--- src/rtl/data_mem_hs_if.sv ---
// Request/response handshake bundle between a requester (CPU memory stage or
// bus adapter) and the data_mem_hs storage block.
interface data_mem_hs_if #(
    parameter int DW = 32
);
    logic              req_valid;
    logic              req_ready;
    logic              req_write;
    logic [31:0]       req_addr;
    logic [DW-1:0]     req_wdata;
    logic [DW/8-1:0]   req_be;
    logic              resp_valid;
    logic              resp_ready;
    logic [DW-1:0]     resp_rdata;
    logic              resp_err;

    modport master (
        output req_valid, req_write, req_addr, req_wdata, req_be, resp_ready,
        input  req_ready, resp_valid, resp_rdata, resp_err
    );

    modport slave (
        input  req_valid, req_write, req_addr, req_wdata, req_be, resp_ready,
        output req_ready, resp_valid, resp_rdata, resp_err
    );
endinterface

--- src/rtl/data_mem_hs.sv ---
// Word-organised data RAM behind a valid/ready request/response handshake,
// with byte strobes, range/alignment checking and a post-reset clear engine.
module data_mem_hs #(
    parameter int          DW      = 32,
    parameter int          DEPTH   = 64,
    parameter logic [31:0] BASE    = 32'd1024,
    parameter int          LATENCY = 1
) (
    input  logic        clk,
    input  logic        rst,
    data_mem_hs_if.slave bus,
    output logic        init_done
);

    localparam int BPW = DW / 8;
    localparam int OFF = (BPW > 1) ? $clog2(BPW) : 0;
    localparam int AW  = (DEPTH > 1) ? $clog2(DEPTH) : 1;

    localparam logic [32:0] SPAN       = 33'(DEPTH * BPW);
    localparam logic [31:0] ALIGN_MASK = 32'(BPW - 1);
    localparam logic [AW-1:0] LAST_IDX = AW'(DEPTH - 1);
    localparam logic [3:0]  WAIT_LOAD  = 4'(LATENCY - 1);

    localparam logic [1:0] ST_INIT = 2'd0;
    localparam logic [1:0] ST_IDLE = 2'd1;
    localparam logic [1:0] ST_WAIT = 2'd2;
    localparam logic [1:0] ST_RESP = 2'd3;

    logic [1:0]    state_q, state_d;
    logic [AW-1:0] ptr_q, ptr_d;
    logic [3:0]    cnt_q, cnt_d;
    logic          init_done_q, init_done_d;
    logic          req_ready_q, req_ready_d;
    logic          resp_valid_q, resp_valid_d;
    logic [DW-1:0] resp_rdata_q, resp_rdata_d;
    logic          resp_err_q, resp_err_d;

    logic [DW-1:0] mem_q [DEPTH];

    logic          mem_we;
    logic [AW-1:0] mem_widx;
    logic [DW-1:0] mem_wdata;

    logic [31:0]   addr_off;
    logic [AW-1:0] req_idx;
    logic          addr_err;
    logic          accept;
    logic [DW-1:0] cur_word;
    logic [DW-1:0] merged_word;

    // Below-BASE is tested directly so the offset compare never sees a wrapped value.
    always_comb begin
        addr_off = bus.req_addr - BASE;
        req_idx  = AW'(addr_off >> OFF);
        addr_err = (bus.req_addr < BASE)
                 || ({1'b0, addr_off} >= SPAN)
                 || ((bus.req_addr & ALIGN_MASK) != 32'd0);
    end

    always_comb begin
        cur_word    = mem_q[req_idx];
        merged_word = cur_word;
        for (int b = 0; b < BPW; b++) begin
            if (bus.req_be[b]) begin
                merged_word[8*b +: 8] = bus.req_wdata[8*b +: 8];
            end
        end
    end

    assign accept = (state_q == ST_IDLE) && bus.req_valid && req_ready_q;

    always_comb begin
        state_d      = state_q;
        ptr_d        = ptr_q;
        cnt_d        = cnt_q;
        init_done_d  = init_done_q;
        resp_rdata_d = resp_rdata_q;
        resp_err_d   = resp_err_q;
        mem_we       = 1'b0;
        mem_widx     = ptr_q;
        mem_wdata    = '0;

        case (state_q)
            ST_INIT: begin
                mem_we    = 1'b1;
                mem_widx  = ptr_q;
                mem_wdata = '0;
                if (ptr_q == LAST_IDX) begin
                    state_d     = ST_IDLE;
                    init_done_d = 1'b1;
                end else begin
                    ptr_d = ptr_q + 1'b1;
                end
            end
            ST_IDLE: begin
                if (accept) begin
                    resp_err_d   = addr_err;
                    resp_rdata_d = (!bus.req_write && !addr_err) ? cur_word : '0;
                    if (bus.req_write && !addr_err) begin
                        mem_we    = 1'b1;
                        mem_widx  = req_idx;
                        mem_wdata = merged_word;
                    end
                    if (LATENCY == 1) begin
                        state_d = ST_RESP;
                    end else begin
                        cnt_d   = WAIT_LOAD;
                        state_d = ST_WAIT;
                    end
                end
            end
            ST_WAIT: begin
                if (cnt_q <= 4'd1) begin
                    state_d = ST_RESP;
                end else begin
                    cnt_d = cnt_q - 4'd1;
                end
            end
            ST_RESP: begin
                if (bus.resp_ready) begin
                    state_d = ST_IDLE;
                end
            end
            default: state_d = ST_INIT;
        endcase

        // Handshake outputs are registered copies of the next state.
        req_ready_d  = (state_d == ST_IDLE);
        resp_valid_d = (state_d == ST_RESP);
    end

    // NOTE: state uses non-blocking assignments so every flop samples pre-edge values.
    always_ff @(posedge clk or posedge rst) begin
        if (rst) begin
            state_q      <= ST_INIT;
            ptr_q        <= '0;
            cnt_q        <= '0;
            init_done_q  <= 1'b0;
            req_ready_q  <= 1'b0;
            resp_valid_q <= 1'b0;
            resp_rdata_q <= '0;
            resp_err_q   <= 1'b0;
        end else begin
            state_q      <= state_d;
            ptr_q        <= ptr_d;
            cnt_q        <= cnt_d;
            init_done_q  <= init_done_d;
            req_ready_q  <= req_ready_d;
            resp_valid_q <= resp_valid_d;
            resp_rdata_q <= resp_rdata_d;
            resp_err_q   <= resp_err_d;
        end
    end

    // NOTE: the array has no reset; the clear engine zeroes it so it can map to RAM.
    always_ff @(posedge clk) begin
        if (mem_we) begin
            mem_q[mem_widx] <= mem_wdata;
        end
    end

    assign bus.req_ready  = req_ready_q;
    assign bus.resp_valid = resp_valid_q;
    assign bus.resp_rdata = resp_rdata_q;
    assign bus.resp_err   = resp_err_q;
    assign init_done      = init_done_q;

endmodule

--- src/flat_wrapper.sv ---
// flat-port wrapper written by rule: the top's interface ports become plain ports
module data_mem_hs_flat 
#(
    parameter int          DW      = 32,
    parameter int          DEPTH   = 64,
    parameter logic [31:0] BASE    = 32'd1024,
    parameter int          LATENCY = 1
)
  (clk, rst, init_done, bus_req_valid, bus_req_write, bus_req_addr, bus_req_wdata, bus_req_be, bus_resp_ready, bus_req_ready, bus_resp_valid, bus_resp_rdata, bus_resp_err);
  data_mem_hs_if #(.DW(DW)) bus_i ();
  input  logic clk;
  input  logic rst;
  output logic init_done;
  input wire logic [$bits(bus_i.req_valid)-1:0] bus_req_valid;
  input wire logic [$bits(bus_i.req_write)-1:0] bus_req_write;
  input wire logic [$bits(bus_i.req_addr)-1:0] bus_req_addr;
  input wire logic [$bits(bus_i.req_wdata)-1:0] bus_req_wdata;
  input wire logic [$bits(bus_i.req_be)-1:0] bus_req_be;
  input wire logic [$bits(bus_i.resp_ready)-1:0] bus_resp_ready;
  output wire logic [$bits(bus_i.req_ready)-1:0] bus_req_ready;
  output wire logic [$bits(bus_i.resp_valid)-1:0] bus_resp_valid;
  output wire logic [$bits(bus_i.resp_rdata)-1:0] bus_resp_rdata;
  output wire logic [$bits(bus_i.resp_err)-1:0] bus_resp_err;
  assign bus_i.req_valid = bus_req_valid;
  assign bus_i.req_write = bus_req_write;
  assign bus_i.req_addr = bus_req_addr;
  assign bus_i.req_wdata = bus_req_wdata;
  assign bus_i.req_be = bus_req_be;
  assign bus_i.resp_ready = bus_resp_ready;
  assign bus_req_ready = bus_i.req_ready;
  assign bus_resp_valid = bus_i.resp_valid;
  assign bus_resp_rdata = bus_i.resp_rdata;
  assign bus_resp_err = bus_i.resp_err;
  data_mem_hs #(.DW(DW), .DEPTH(DEPTH), .BASE(BASE), .LATENCY(LATENCY)) u_core (.clk(clk), .rst(rst), .bus(bus_i), .init_done(init_done));
endmodule
--- config.mk ---
export PLATFORM = sky130hd
export DESIGN_NAME = data_mem_hs_flat
export DESIGN_NICKNAME = d
export VERILOG_FILES = /design/src/rtl/data_mem_hs_if.sv /design/src/rtl/data_mem_hs.sv /design/src/flat_wrapper.sv
export SDC_FILE = /design/constraint.sdc
export NUM_CORES = 2
export LEC_CHECK = 0
export CAP_MARGIN = 5
export CORE_MARGIN = 2
export CORE_UTILIZATION = 39
export DETAILED_ROUTE_END_ITERATION = 10
export PLACE_DENSITY = 0.52
export SLEW_MARGIN = 20
export SYNTH_ARGS = -nofsm -noshare
export SYNTH_HDL_FRONTEND = slang
export SYNTH_SLANG_ARGS = --single-unit
--- constraint.sdc ---
create_clock -name clk -period 6.13 [get_ports clk]
set_clock_uncertainty 0.1 [all_clocks]
set_input_delay 0.9195 -clock clk [delete_from_list [all_inputs] [get_ports clk]]
set_output_delay 0.9195 -clock clk [all_outputs]
set_load 0.01 [all_outputs]
==> results by group <==
Die
  – Core area: 0.205 mm²
  – # rows: 166
  – I/O pins: 109
  – Initial core utilization: 39.3%
  – Die Width: 458 µm
  – Die ar.: 0.210 mm²
  – Die height: 458 µm

Yosys
  – FFs w/ async S/R, synth: 2.29%
  – Mapped Cells: 3675
  – EDFF count, synth: 2048
  – Post-Syn Area: 0.0805 mm²
  – Post-Syn Area per Cell: 21.9 µm²
  – Top FF cell, synth: edfxtp_1
  – Count of cell types in the netlist: 68
  – Synth Net Count: 3751
  – Yosys warns: 0
  – #FFs+latches synth: 2096
  – Sequential cell area fraction in the yosys report: 77.9%

Worst setup path
  – Max incr delay on CP: 0.91 ns
  – Worst setup path endpoint: u_core.mem_q[27][7]
  – Worst setup EP type: flip-flop
  – CP startpoint kind: primary input
  – R2r worst-path depth: 9
  – CP Class: primary input to flip-flop
  – Crit. path cell count: 9
  – Slowest cell on the critical path: clkdlybuf4s50_1
  – CP most frequent cell: buf_4
  – Reg2reg end: u_core.mem_q[27][7]
  – Worst path arrival time: 4.78 ns
  – Required time worst endpoint: 6.51 ns
  – CP cell instances: clkdlybuf4s50_1 -> or4b_1 -> or4_4 -> a2111oi_4 -> buf_4 -> and2_1 -> buf_4 -> and2_2 -> buf_4
  – Buf/Inv on CP: 4
  – Worst-path fanout max: 64
  – Worst R2R Start: u_core.state_q[1]
  – R2r setup slk: 1.90 ns
  – CP startpoint: bus_req_addr[10]
  – Top delay family on crit path: buffers and inverters

Global routing
  – Initial antenna violation count: 8
  – First-pass GRT wire length: 323 mm
  – Vias in the first global route: 40100
  – Grt ovf: 0
  – Pin count of the biggest net entering global routing: 65
  – Total global-route track usage: 22.0%

Clock network
  – Clock root cell: clkbuf_16
  – CTS Hold Buffers Added: 0
  – CTS clock-pin slew for the worst setup and hold paths: 0.06 ns
  – CTS tree: yes
  – H-Tree Depth: 4
  – Clk buf depth: 3
  – Post-CTS setup buffer count: 0
  – CTS Buf Count: 214
  – Clk sink count: 2096
  – Gates resized, CTS repair: 0
  – Clock latency on the worst-skew pair: 0.85 ns

Run status
  – Status: complete, no violations

Layout
  – Util after Layout: 46.5%
  – Share of layout cells above drive strength 1: 28.9%
  – Post-route cell area: 0.0953 mm²
  – Nets: 4160
  – Area delta synth->final: 18.3%

Placed design
  – Number of port buffers: 108
  – DP HPWL: 150 mm
  – GPL Wtd Cong: 0.866
  – Placed cell area: 0.0884 mm²

Hold path
  – Hold path start: u_core.bus.resp_rdata[17]
  – Hold path cells: 2
  – Hold crit path type: flip-flop to flip-flop

STA
  – Final Cycle Share: 71.7%
  – Max Slew Vio Count: 0
  – Tightest Pin Transition: 1.12 ns
  – Fmax: 0.227 GHz
  – Period minus WS final: 4.40 ns
  – Hold slack: 0.374 ns
  – Relative slew slack: 24.7%
  – RSZ-0062 raised after global routing: false
  – Hold Fails Final Rpt: 0
  – Final setup fails: 0
  – Setup TNS Final: 0 ns

Power and ir drop
  – Sequential share of power: 53.1%
  – Leak: 24.9 nW
  – Clock network power share: 43.7%
  – Fraction of power spent switching nets: 21.0%
  – Internal Power: 0.0230 W
  – Comb pwr share: 3.1%
  – Overall power: 0.0291 W
  – Max VDD drop: 0.000274 V
  – Pwr dens: 306 mW/mm²
  – Net Switching: 0.00613 W

Drt
  – Routed vias/inst: 5.79
  – Post-DR wirelength/cell: 33.3 µm
  – Initial DRC Count: 4743
  – Vias: 40300
  – Antenna viol nets, final: 0
  – DRT Wirelength: 232 mm
  – Pre-antenna DRT Iters: 5
  – DRC: 0

Flow run
  – Max-cap violations: 0
per-stage QoR:
step,cells,setup WS (ns)
finish,6957,1.73
CTS,6955,1.82
floorplan,3675,0.659
global route,6955,1.74
global placement,6556,0.891
detailed placement,6556,0.932
layout by cell type (no fill, tap or decap), drive strengths merged, types with 9 or more instances in the layout:
cell type and n:
o22ai 13, dfrtp 48, nand3 41, and3 9, mux2 18, mux2i 61, o21ai 60, mux4 510
a22oi 168, nand2b 18, a21oi 77, clkinv 95, nand2 102, buf 297, nor3 16, or4 9
inv 20, clkdlybuf4s50 103, nand4 17, nor4 17, nor2 94, clkbuf 276, edfxtp 2048, o21a 11
bufinv 16, and2 17, nor2b 20
worst reg2reg max path, stage by stage, from the launching register on:
cell and delay [ns]:
dfrtp_1 0.56, nand4b_1 0.31, buf_12 0.23, or4_4 0.77, a2111oi_4 0.37, buf_4 0.20, and2_1 0.15, buf_4 0.25
and2_2 0.21, buf_4 0.64
final cells by class:
type | count | area (µm²)
Multi-Input combinational cell | 1361 | 17600
Inverter | 11 | 41.3
Clock buffer | 276 | 5640
Fill cell | 16900 | 110000
Tap cell | 2688 | 3360
Sequential cell | 2096 | 62700
Antenna cell | 2 | 5.00
Clock inverter | 123 | 1200
Timing Repair Buffer | 400 | 4690
cell usage after synthesis (7+ instances only):
cell / n / share of area (%)
a21oi_1: 77 / 0.48
a221oi_1: 7 / 0.076
a22oi_1: 168 / 1.6
and2_1: 17 / 0.13
and3_1: 9 / 0.070
buf_1: 19 / 0.089
buf_2: 54 / 0.34
buf_4: 15 / 0.14
clkbuf_1: 118 / 0.55
dfrtp_1: 48 / 1.5
edfxtp_1: 2048 / 76
inv_1: 11 / 0.051
mux2_2: 18 / 0.25
mux2i_1: 60 / 0.75
mux4_2: 510 / 14
nand2_1: 101 / 0.47
nand2b_1: 18 / 0.14
nand3_1: 41 / 0.25
nand4_1: 17 / 0.13
nor2_1: 87 / 0.41
nor2_2: 7 / 0.054
nor2b_1: 20 / 0.16
nor3_1: 16 / 0.099
nor4_1: 17 / 0.13
o21a_1: 11 / 0.10
o21ai_0: 58 / 0.36
o22ai_1: 13 / 0.10
worst min path at each step:
stage               slack, ns                         to
floorplan                0.34            u_core.cnt_q[3]
global placement         0.36            u_core.cnt_q[3]
detailed placement       0.36            u_core.cnt_q[3]
CTS                      0.38            u_core.cnt_q[3]
global route             0.39            u_core.cnt_q[3]
finish                   0.37  u_core.bus.resp_rdata[17]
state kept, by name, indices dropped and copies added (netlist names), 2 cells and up:
signal and flops:
u_core.cnt_q 4, u_core.mem_q 2048, u_core.state_q 2, u_core.ptr_q 6, u_core.bus.resp_rdata 32
metal layers:
layer  track usage (%)  vias up  part of all wire [%]
met5                 0        -                     0
met4              5.99        0                   2.6
met3              3.87      277                   6.6
met2              33.6     1471                    46
met1              32.6    22100                    44
li1                  -    16400                     -
logic make-up after synthesis:
| group | Yosys count | synth area share (%) |
|---|---|---|
| flops | 2096 | 77.9 |
| mux | 589 | 15.3 |
| compound gates | 381 | 3.20 |
| simple gates | 380 | 2.35 |
| buf+inv | 218 | 1.18 |
| xor+xnor | 8 | 0.0870 |
| fa+ha+maj | 3 | 0.0466 |
power by group through the flow:
stage | Sequential, W | Clock, W | Combinational, W
after floorplan | 0.0158 | 0 | 0.000484
after global placement | 0.0158 | 0 | 0.000921
after detailed placement | 0.0158 | 0 | 0.000920
after CTS | 0.0155 | 0.0130 | 0.000922
after global routing | 0.0155 | 0.0136 | 0.000953
final | 0.0155 | 0.0127 | 0.000910
Note: power is estimated with default switching activity, not from simulation.
